File: src/rtl/msrv32_wb_sequencer.sv
// ----------------------------------------------------------------------------
// msrv32_wb_sequencer
//
// Write-back stage behind the stage-2 pipeline registers. This module:
//   - selects the write-back source (ALU, load, immediate, address adder,
//     CSR or PC+4),
//   - aligns and sign- or zero-extends load data from the data bus,
//   - sequences register-file writes,
//   - stalls upstream while a load data phase is outstanding.
//
// Optional feature: define LOAD_TIMEOUT_EN to bound the load data phase.
// After TIMEOUT_CYCLES wait-state cycles the load is abandoned and
// bus_error_out pulses. With the macro undefined, bus_error_out is tied to 0
// and a load waits indefinitely.
//
// Ports
//   clk_in, reset_in            clock (rising edge), async active-high reset
//   valid_in                    stage-2 registers hold a live instruction
//   rd_addr_reg_in              destination register
//   rf_wr_en_reg_in             instruction writes rd
//   wb_mux_sel_reg_in           0 ALU, 1 LOAD, 2 IMM, 3 IADDER, 4 CSR,
//                               5 PC+4; 6-7 behave as ALU
//   load_size_reg_in            00 byte, 01 half, 1x word
//   load_unsigned_reg_in        1 = zero-extend, 0 = sign-extend
//   alu_result_in, imm_reg_in, iadder_out_reg_in, pc_plus_4_reg_in,
//   csr_data_in                 write-back sources
//                               (iadder_out_reg_in[1:0] is the load byte offset)
//   dmdata_in, hready_in        data-bus read data and ready
//   rf_wr_en_out                register-file write strobe (1-cycle pulse)
//   rd_addr_out, rd_data_out    register-file write address and data
//   stall_out                   hold stage-2 registers
//   load_misaligned_out         1-cycle pulse on a misaligned load
//   bus_error_out               1-cycle pulse on a load timeout
// ----------------------------------------------------------------------------
module msrv32_wb_sequencer #(
    parameter int TIMEOUT_CYCLES = 16
) (
    input  logic        clk_in,
    input  logic        reset_in,
    input  logic        valid_in,
    input  logic [4:0]  rd_addr_reg_in,
    input  logic        rf_wr_en_reg_in,
    input  logic [2:0]  wb_mux_sel_reg_in,
    input  logic [1:0]  load_size_reg_in,
    input  logic        load_unsigned_reg_in,
    input  logic [31:0] alu_result_in,
    input  logic [31:0] imm_reg_in,
    input  logic [31:0] iadder_out_reg_in,
    input  logic [31:0] pc_plus_4_reg_in,
    input  logic [31:0] csr_data_in,
    input  logic [31:0] dmdata_in,
    input  logic        hready_in,
    output logic        rf_wr_en_out,
    output logic [4:0]  rd_addr_out,
    output logic [31:0] rd_data_out,
    output logic        stall_out,
    output logic        load_misaligned_out,
    output logic        bus_error_out
);

    // state     | meaning
    // IDLE      | accepting instructions; non-loads are written back directly
    // LOAD_WAIT | load data phase outstanding; upstream is stalled
    typedef enum logic {IDLE, LOAD_WAIT} state_t;

    state_t      state;
    logic [4:0]  cap_rd;
    logic        cap_wr;
    logic [1:0]  cap_size;
    logic        cap_uns;
    logic [1:0]  cap_off;

    logic        is_load;
    logic        misaligned;
    logic [31:0] wb_data;
    logic [7:0]  byte_sel;
    logic [15:0] half_sel;
    logic [31:0] load_data;

`ifdef LOAD_TIMEOUT_EN
    localparam logic [7:0] TIMEOUT_LAST = 8'(TIMEOUT_CYCLES - 1);
    logic [7:0] tcnt;
    logic       bus_err;
    assign bus_error_out = bus_err;
`else
    assign bus_error_out = 1'b0;
`endif

    assign stall_out = (state == LOAD_WAIT);
    assign is_load   = (wb_mux_sel_reg_in == 3'd1);

    // Size 1x is a word access, so any non-zero offset is misaligned.
    assign misaligned = ((load_size_reg_in == 2'b01) & iadder_out_reg_in[0]) |
                        (load_size_reg_in[1] & (iadder_out_reg_in[1:0] != 2'b00));

    always_comb begin
        wb_data = alu_result_in;
        case (wb_mux_sel_reg_in)
            3'd2:    wb_data = imm_reg_in;
            3'd3:    wb_data = iadder_out_reg_in;
            3'd4:    wb_data = csr_data_in;
            3'd5:    wb_data = pc_plus_4_reg_in;
            default: wb_data = alu_result_in;
        endcase
    end

    always_comb begin
        byte_sel = dmdata_in[7:0];
        case (cap_off)
            2'd1:    byte_sel = dmdata_in[15:8];
            2'd2:    byte_sel = dmdata_in[23:16];
            2'd3:    byte_sel = dmdata_in[31:24];
            default: byte_sel = dmdata_in[7:0];
        endcase
        half_sel  = cap_off[1] ? dmdata_in[31:16] : dmdata_in[15:0];
        load_data = dmdata_in;
        case (cap_size)
            2'b00:   load_data = cap_uns ? {24'h0, byte_sel}
                                         : {{24{byte_sel[7]}}, byte_sel};
            2'b01:   load_data = cap_uns ? {16'h0, half_sel}
                                         : {{16{half_sel[15]}}, half_sel};
            default: load_data = dmdata_in;
        endcase
    end

    always_ff @(posedge clk_in or posedge reset_in) begin
        if (reset_in) begin
            state               <= IDLE;
            cap_rd              <= 5'd0;
            cap_wr              <= 1'b0;
            cap_size            <= 2'd0;
            cap_uns             <= 1'b0;
            cap_off             <= 2'd0;
            rf_wr_en_out        <= 1'b0;
            rd_addr_out         <= 5'd0;
            rd_data_out         <= 32'd0;
            load_misaligned_out <= 1'b0;
`ifdef LOAD_TIMEOUT_EN
            tcnt                <= 8'd0;
            bus_err             <= 1'b0;
`endif
        end else begin
            rf_wr_en_out        <= 1'b0;
            load_misaligned_out <= 1'b0;
`ifdef LOAD_TIMEOUT_EN
            bus_err             <= 1'b0;
`endif
            case (state)
                IDLE: begin
                    if (valid_in) begin
                        if (is_load) begin
                            if (misaligned) begin
                                load_misaligned_out <= 1'b1;
                            end else begin
                                state    <= LOAD_WAIT;
                                cap_rd   <= rd_addr_reg_in;
                                cap_wr   <= rf_wr_en_reg_in;
                                cap_size <= load_size_reg_in;
                                cap_uns  <= load_unsigned_reg_in;
                                cap_off  <= iadder_out_reg_in[1:0];
`ifdef LOAD_TIMEOUT_EN
                                tcnt     <= 8'd0;
`endif
                            end
                        end else begin
                            rf_wr_en_out <= rf_wr_en_reg_in & (rd_addr_reg_in != 5'd0);
                            rd_addr_out  <= rd_addr_reg_in;
                            rd_data_out  <= wb_data;
                        end
                    end
                end
                LOAD_WAIT: begin
                    // valid_in is ignored here; upstream holds the next
                    // instruction until stall_out drops.
                    if (hready_in) begin
                        state        <= IDLE;
                        rf_wr_en_out <= cap_wr & (cap_rd != 5'd0);
                        rd_addr_out  <= cap_rd;
                        rd_data_out  <= load_data;
                    end
`ifdef LOAD_TIMEOUT_EN
                    else if (tcnt == TIMEOUT_LAST) begin
                        state   <= IDLE;
                        bus_err <= 1'b1;
                        tcnt    <= 8'd0;
                    end else begin
                        tcnt <= tcnt + 8'd1;
                    end
`endif
                end
            endcase
        end
    end

endmodule

File: config.mk
export PLATFORM = sky130hd
export DESIGN_NAME = msrv32_wb_sequencer
export DESIGN_NICKNAME = d
export VERILOG_FILES = /design/src/rtl/msrv32_wb_sequencer.sv
export SDC_FILE = /design/constraint.sdc
export NUM_CORES = 1
export LEC_CHECK = 0
export CAP_MARGIN = 20
export CORE_UTILIZATION = 40
export CTS_BUF_LIST = sky130_fd_sc_hd__clkbuf_4 sky130_fd_sc_hd__clkbuf_8 sky130_fd_sc_hd__clkbuf_16
export DETAILED_ROUTE_END_ITERATION = 16
export PLACE_DENSITY = 0.82
export SLEW_MARGIN = 10
export SYNTH_ARGS = -nofsm -noshare
export SYNTH_HDL_FRONTEND = slang
export SYNTH_SLANG_ARGS = --single-unit
File: constraint.sdc
create_clock -name clk_in -period 2.6 [get_ports clk_in]
set_clock_uncertainty 0.05 [all_clocks]
set_input_delay 0.52 -clock clk_in [delete_from_list [all_inputs] [get_ports clk_in]]
set_output_delay 0.52 -clock clk_in [all_outputs]
set_load 0.01 [all_outputs]
==> flow_metrics.env, run 1 <==
export IMPL_wl_per_cell_um=20.9
export IMPL_regArea_um2=1280
export IMPL_synth_avg_cell_area_um2=8.49
export IMPL_dpl_cell_count=897
export IMPL_clock_root_buffer="clkbuf_16"
export IMPL_core_area_um2=11000
export IMPL_dp_hpwl_um=15100
export IMPL_setup_viol=0
export IMPL_die_height_um=109
export IMPL_cts_hold_buf=0
export IMPL_synthFlopType="dfrtp_1"
export IMPL_critPathKind="primary input to flop"
export IMPL_whs_path_depth=2
export IMPL_fin_cells=905
export IMPL_yosysSeqAreaShare_pct=27.7
export IMPL_layout_common_cells="clkdlybuf4s50_1 (244), nand2_1 (68), dfrtp_1 (50)"
export IMPL_final_nets=972
export IMPL_synth_nets=750
export IMPL_ys_seq_elements=51
export IMPL_start_util_pct=41.7
export IMPL_whs_ns=0.426
export IMPL_drv_cap=0
export IMPL_synth_cells=542
export IMPL_drtIter0Drc=412
export IMPL_layout_drive_gt1_share_pct=11.8
export IMPL_clock_latency_ns=0.29
export IMPL_endpoint_kind="flop"
export IMPL_fin_crit_ns=2.53
export IMPL_outcome="finished, final reports clean"
export IMPL_htreeDepth=2
export IMPL_final_core_util_pct=66.9
export IMPL_critPathRequiredTime_ns=2.69
export IMPL_drc=0
export IMPL_path_clk_slew_ns=0.07
export IMPL_ys_warn_count=0
export IMPL_multi_input_area_um2=2970
export IMPL_grt_max_degree=70
export IMPL_async_reset_ff_share_pct=100
export IMPL_nFillCells=924
export IMPL_grt_overflow=0
export IMPL_place_area_um2=7220
export IMPL_power_density_nw_per_um2=462
export IMPL_port_buffers=247
export IMPL_antenna_left=0
export IMPL_final_area_um2=7370
export IMPL_cts_resized=0
export IMPL_dr_pass1_iters=5
export IMPL_yosysUniqueCellTypes=49
export IMPL_ioPinCount=249
export IMPL_r2r_cells=4
export IMPL_cts_buffers=5
export IMPL_vdd_drop_max_v=0.000352
export IMPL_crit_arrival_ns=2.62
export IMPL_hold_violations=0
export IMPL_switching_share_pct=35.0
export IMPL_period_share_pct=97.2
export IMPL_dieArea_um2=11900
export IMPL_vias=5424
export IMPL_cts_tree="done"
export IMPL_gp_congestion=0.914
export IMPL_die_x_um=109
export IMPL_rsz0062_at_grt="no"
export IMPL_netSwitchingPower_mw=1.19
export IMPL_final_common_cell="clkdlybuf4s50_1"
export IMPL_max_freq_mhz=396
export IMPL_wirelength_um=19000
export IMPL_cts_path_max_buffers=2
export IMPL_setup_worst_path_start_class="primary input"
export IMPL_clkSinkCount=51
export IMPL_first_global_vias=5218
export IMPL_total_leakage_power_nw=2.92
export IMPL_area_growth_pct=60.2
export IMPL_synth_area_um2=4600
export IMPL_seqPwrFrac_pct=32.6
export IMPL_fin_ws_ns=0.0733
export IMPL_pre_cts_ws_ns=-0.183
export IMPL_worstPathMaxFanout=3
export IMPL_grt_pass1_wl_um=28200
export IMPL_power_frac_clock_pct=20.5
export IMPL_p_comb_share_pct=46.9
export IMPL_rows=38
export IMPL_insertedDiodeCount=0
export IMPL_p_int_mw=2.21
export IMPL_slew_headroom_pct=25.9
export IMPL_cts_setup_buffers=0
export IMPL_hp_class="flop to flop"
export IMPL_track_usage_pct=31.4
export IMPL_drv_slew=0
export IMPL_via_per_inst=5.99
export IMPL_tightest_slew_ns=1.11
export IMPL_synth_edf_count=0
export IMPL_antenna_found_initial=0
## worst max-delay path: stages
cell and delay, ns:
clkdlybuf4s50_1 0.45, mux4_2 0.50, nor3b_1 0.16, a2111oi_0 0.84, o31ai_1 0.15
## power by group through the flow
stage	Sequential [mW]	Clock [mW]	Combinational, mW
after floorplan	1.11	0	0.779
after global placement	1.11	0	1.54
after detailed placement	1.12	0	1.58
after CTS	1.11	0.701	1.59
after global routing	1.13	0.734	1.71
final	1.11	0.697	1.60
## cells in the mapped netlist (3+ instances only)
cell type	instances	share of area, %
nand2_1	68	5.5
dfrtp_1	51	28
a211oi_1	49	8.0
o21ai_0	44	4.8
mux2_2	38	9.3
clkbuf_1	35	2.9
inv_1	30	2.4
o31ai_1	29	4.7
nor3b_1	28	4.6
mux2i_1	26	5.7
a221o_1	25	5.4
a21oi_1	13	1.4
buf_2	13	1.4
nand2b_1	12	1.6
nor2_1	7	0.57
nor2b_1	7	0.95
a22oi_1	6	0.98
buf_1	5	0.41
nand3b_1	5	0.82
a2111oi_0	4	0.76
a221oi_1	4	0.76
nand3_1	4	0.43
o221a_2	4	0.98
a2111oi_2	3	0.98
## per-layer routing
metal	GRT usage, %	vias up	part of all wire (%)
li1	-	2504	-
met1	40.7	2581	40
met2	54.1	302	49
met3	3.65	37	7.5
met4	9.90	0	2.9
met5	0	-	0
## layout make-up
| type | instances | share of cell area [%] |
|---|---|---|
| multi-input cells | 404 | 40.3 |
| inverters | 30 | 1.53 |
| repair buffers | 272 | 36.4 |
| flip-flops and latches | 51 | 17.3 |
| clock inverters | 1 | 0.119 |
| clock buffers | 7 | 1.99 |
| well taps | 140 | 2.38 |
## per-stage QoR
step / power, mW / setup TNS, ns
after floorplan: 1.88 / 0
after global placement: 2.65 / -0.206
after detailed placement: 2.70 / -0.183
after CTS: 3.40 / 0
after global routing: 3.58 / 0
final: 3.40 / 0
## worst paths after layout
| kind | from | to | slack (ns) |
|---|---|---|---|
| setup / recovery | dmdata_in[23] | rd_data_out[7]$_DFFE_PP0P_ | 0.07 |
| hold / removal | rd_data_out[19]$_DFFE_PP0P_ | rd_data_out[19]$_DFFE_PP0P_ | 0.43 |
| hold reg to reg | rd_data_out[19]$_DFFE_PP0P_ | rd_data_out[19]$_DFFE_PP0P_ | 0.43 |
| min in group asynchronous | reset_in | rd_addr_out[2]$_DFFE_PP0P_ | 0.57 |
| max in group asynchronous | reset_in | rd_data_out[27]$_DFFE_PP0P_ | 1.35 |
| setup reg to reg | cap_size[1]$_DFFE_PP0P_ | rd_data_out[7]$_DFFE_PP0P_ | 0.21 |
## state kept, by name, summed over array words and instances, names as in the netlist
register and count:
cap_wr 1, rf_wr_en_out 1, rd_addr_out 5, cap_size 2
load_misaligned_out 1, cap_off 2, cap_uns 1, cap_rd 5
stall_out 1, rd_data_out 32
## logic make-up (layout without fill, tap and decap cells)
kind of cell | Yosys count | count (layout) | synth area share [%]
flip-flops | 51 | 51 | 27.7
AND/OR/NAND/NOR | 139 | 139 | 16.1
multiplexers | 65 | 65 | 15.4
other | 1 | 1 | 0.0815
AO/OA/AOI/OAI | 199 | 199 | 32.8
buffers and inverters | 87 | 310 | 7.94
Power figures use the tool's default switching activity.
==> run 2: changes to the inputs <==
--- a/config.mk
+++ b/config.mk
@@ -5,10 +5,11 @@
 export SDC_FILE = /design/constraint.sdc
 export NUM_CORES = 1
 export LEC_CHECK = 0
-export CAP_MARGIN = 20
+export CAP_MARGIN = 10
 export CORE_UTILIZATION = 40
 export CTS_BUF_LIST = sky130_fd_sc_hd__clkbuf_4 sky130_fd_sc_hd__clkbuf_8 sky130_fd_sc_hd__clkbuf_16
 export DETAILED_ROUTE_END_ITERATION = 16
+export GPL_TIMING_DRIVEN = 0
 export PLACE_DENSITY = 0.82
 export SLEW_MARGIN = 10
 export SYNTH_ARGS = -nofsm -noshare
==> flow_metrics.env, run 2 (same netlist as run 1, synthesis figures left out) <==
export IMPL_grt_pass1_wl_um=31600
export IMPL_fin_cells=937
export IMPL_vdd_drop_max_v=0.000308
export IMPL_endpoint_kind="flop"
export IMPL_layout_common_cells="clkdlybuf4s50_1 (246), nand2_1 (68), dfrtp_1 (51)"
export IMPL_rows=38
export IMPL_cts_path_max_buffers=2
export IMPL_drc=0
export IMPL_whs_path_depth=2
export IMPL_rrSetupSlack_ns=0.25
export IMPL_final_nets=1004
export IMPL_via_per_inst=6.17
export IMPL_setup_viol=1
export IMPL_drv_cap=0
export IMPL_r2r_start="stall_out$_DFF_PP0_"
export IMPL_wl_per_cell_um=22.6
export IMPL_p_int_mw=2.29
export IMPL_ioPinCount=249
export IMPL_seqPwrFrac_pct=29.9
export IMPL_grt_overflow=0
export IMPL_power_frac_clock_pct=21.5
export IMPL_final_area_um2=7500
export IMPL_insertedDiodeCount=0
export IMPL_tightest_slew_ns=0.716
export IMPL_die_height_um=109
export IMPL_power_density_nw_per_um2=475
export IMPL_antenna_left=0
export IMPL_switching_share_pct=35.7
export IMPL_clkSinkCount=51
export IMPL_slew_headroom_pct=51.0
export IMPL_dr_pass1_iters=7
export IMPL_outcome="complete, but fails checks"
export IMPL_dieArea_um2=11900
export IMPL_min_delay_start="rd_data_out[12]$_DFFE_PP0P_"
export IMPL_drv_slew=0
export IMPL_failed_checks="negative setup slack"
export IMPL_die_x_um=109
export IMPL_nFillCells=919
export IMPL_cts_buffers=5
export IMPL_total_leakage_power_nw=2.96
export IMPL_layout_drive_gt1_share_pct=11.5
export IMPL_largest_reg_flops=32
export IMPL_grt_max_degree=31
export IMPL_period_share_pct=101
export IMPL_clock_latency_ns=0.30
export IMPL_p_comb_share_pct=48.6
export IMPL_worstPathMaxFanout=5
export IMPL_cts_setup_buffers=0
export IMPL_antenna_found_initial=0
export IMPL_fin_ws_ns=-0.0337
export IMPL_top_regs="rd_data_out: 32 flops, cap_rd: 5 flops, rd_addr_out: 5 flops"
export IMPL_netSwitchingPower_mw=1.27
export IMPL_vias=5782
export IMPL_htreeDepth=2
export IMPL_critPathKind="primary input to flop"
export IMPL_clock_root_buffer="clkbuf_16"
export IMPL_rsz0062_at_grt="no"
export IMPL_core_area_um2=11000
export IMPL_crit_arrival_ns=2.73
export IMPL_path_clk_slew_ns=0.07
export IMPL_rr_endpoint="rd_data_out[25]$_DFFE_PP0P_"
export IMPL_start_util_pct=41.7
export IMPL_max_freq_mhz=380
export IMPL_hold_violations=0
export IMPL_cts_tree="done"
export IMPL_gp_congestion=0.981
export IMPL_whs_ns=0.428
export IMPL_fin_crit_ns=2.63
export IMPL_hp_class="flop to flop"
export IMPL_place_area_um2=7260
export IMPL_r2r_cells=6
export IMPL_track_usage_pct=35.5
export IMPL_port_buffers=246
export IMPL_final_common_cell="clkdlybuf4s50_1"
export IMPL_dp_hpwl_um=17500
export IMPL_first_global_vias=5869
export IMPL_drtIter0Drc=382
export IMPL_area_growth_pct=63.0
export IMPL_wirelength_um=21100
export IMPL_critPathRequiredTime_ns=2.70
export IMPL_hold_end="rd_data_out[12]$_DFFE_PP0P_"
export IMPL_setup_worst_path_start_class="primary input"
export IMPL_dpl_cell_count=929
export IMPL_top_register="rd_data_out"
run 2: cell count changes in the layout (fill, tap and decap cells not counted), sizes merged:
| cell | before | now |
|---|---|---|
| clkinv | 1 | 2 |
| buf | 28 | 23 |
| clkbuf | 7 | 40 |
| bufinv | 0 | 1 |
| clkdlybuf4s50 | 244 | 246 |
run 2: power by group through the flow:
stage / registers [mW] / logic (mW) / clock network (mW)
2_1_floorplan: 1.11 / 0.779 / 0
3_3_place_gp: 1.07 / 1.64 / 0
3_5_place_dp: 1.08 / 1.68 / 0
4_1_cts: 1.06 / 1.68 / 0.765
5_1_grt: 1.08 / 1.85 / 0.800
6_report: 1.07 / 1.73 / 0.768
run 2: worst max path at each step:
stage,start,end,slack (ns),cells after the start
floorplan,wb_mux_sel_reg_in[0],rd_data_out[22]$_DFFE_PP0P_,0.54,6
global placement,dmdata_in[15],rd_data_out[7]$_DFFE_PP0P_,-0.46,5
detailed placement,wb_mux_sel_reg_in[1],rd_data_out[2]$_DFFE_PP0P_,-0.47,7
CTS,wb_mux_sel_reg_in[1],rd_data_out[2]$_DFFE_PP0P_,0.005,7
global route,iadder_out_reg_in[0],cap_off[0]$_DFFE_PP0P_,0.003,6
finish,dmdata_in[15],rd_data_out[11]$_DFFE_PP0P_,-0.03,5
run 2: metrics by stage:
step / util [%] / setup slack, ns / setup TNS, ns / power [mW]
after floorplan: - / 0.540 / 0 / 1.88
after global placement: 65.6 / -0.460 / -15.68 / 2.71
after detailed placement: 65.8 / -0.468 / -9.69 / 2.75
after CTS: 67.4 / 0.00489 / 0 / 3.51
after global routing: 68.0 / 0.00349 / 0 / 3.73
final: 68.0 / -0.0337 / -0.0337 / 3.57
run 2: area by class of cell:
cell class | instances | area (um^2) | share of cell area, %
multi-input cells | 404 | 3020 | 40.3
repair buffers | 247 | 2480 | 33.1
flip-flops and latches | 51 | 1280 | 17.0
plain buffers | 57 | 262 | 3.49
well taps | 140 | 175 | 2.34
clock buffers | 5 | 125 | 1.67
inverters | 30 | 113 | 1.50
clock inverters | 3 | 43.8 | 0.584
run 2: timing repair:
action	4_1_cts	5_1_grt
pin swaps	0	0
resized for setup	3	21
endpoints found under the setup margin	10	21
cloned	0	0
hold buffers	0	0
run 2: critical path: stages:
cell	delay [ns]
clkdlybuf4s50_1	0.58
mux4_2	0.58
and3b_4	0.23
a2111oi_0	0.66
o31ai_1	0.15
run 2: routing by layer:
metal,GRT usage [%],vias up,share of wire [%]
met3,6.87,84,9.1
met5,0,-,0
met1,44.0,2759,39
li1,-,2561,-
met2,58.9,378,48
met4,17.4,0,4.7
==> run 3: changes to the inputs <==
==> constraint.sdc (replaced) <==
create_clock -name clk_in -period 2.6 [get_ports clk_in]
set_clock_uncertainty 0.05 [all_clocks]
set_input_delay 0.52 -clock clk_in [delete_from_list [all_inputs] [get_ports clk_in]]
set_output_delay 0.52 -clock clk_in [all_outputs]
set_load 0.05 [all_outputs]
==> results of run 3 <==
The final DEF is identical to that of run 2. Status: complete, but fails checks: negative setup slack.
Among the figures that moved: total power 3.57 mW -> 3.92 mW; worst IR drop on VDD 0.000308 V -> 0.000384 V
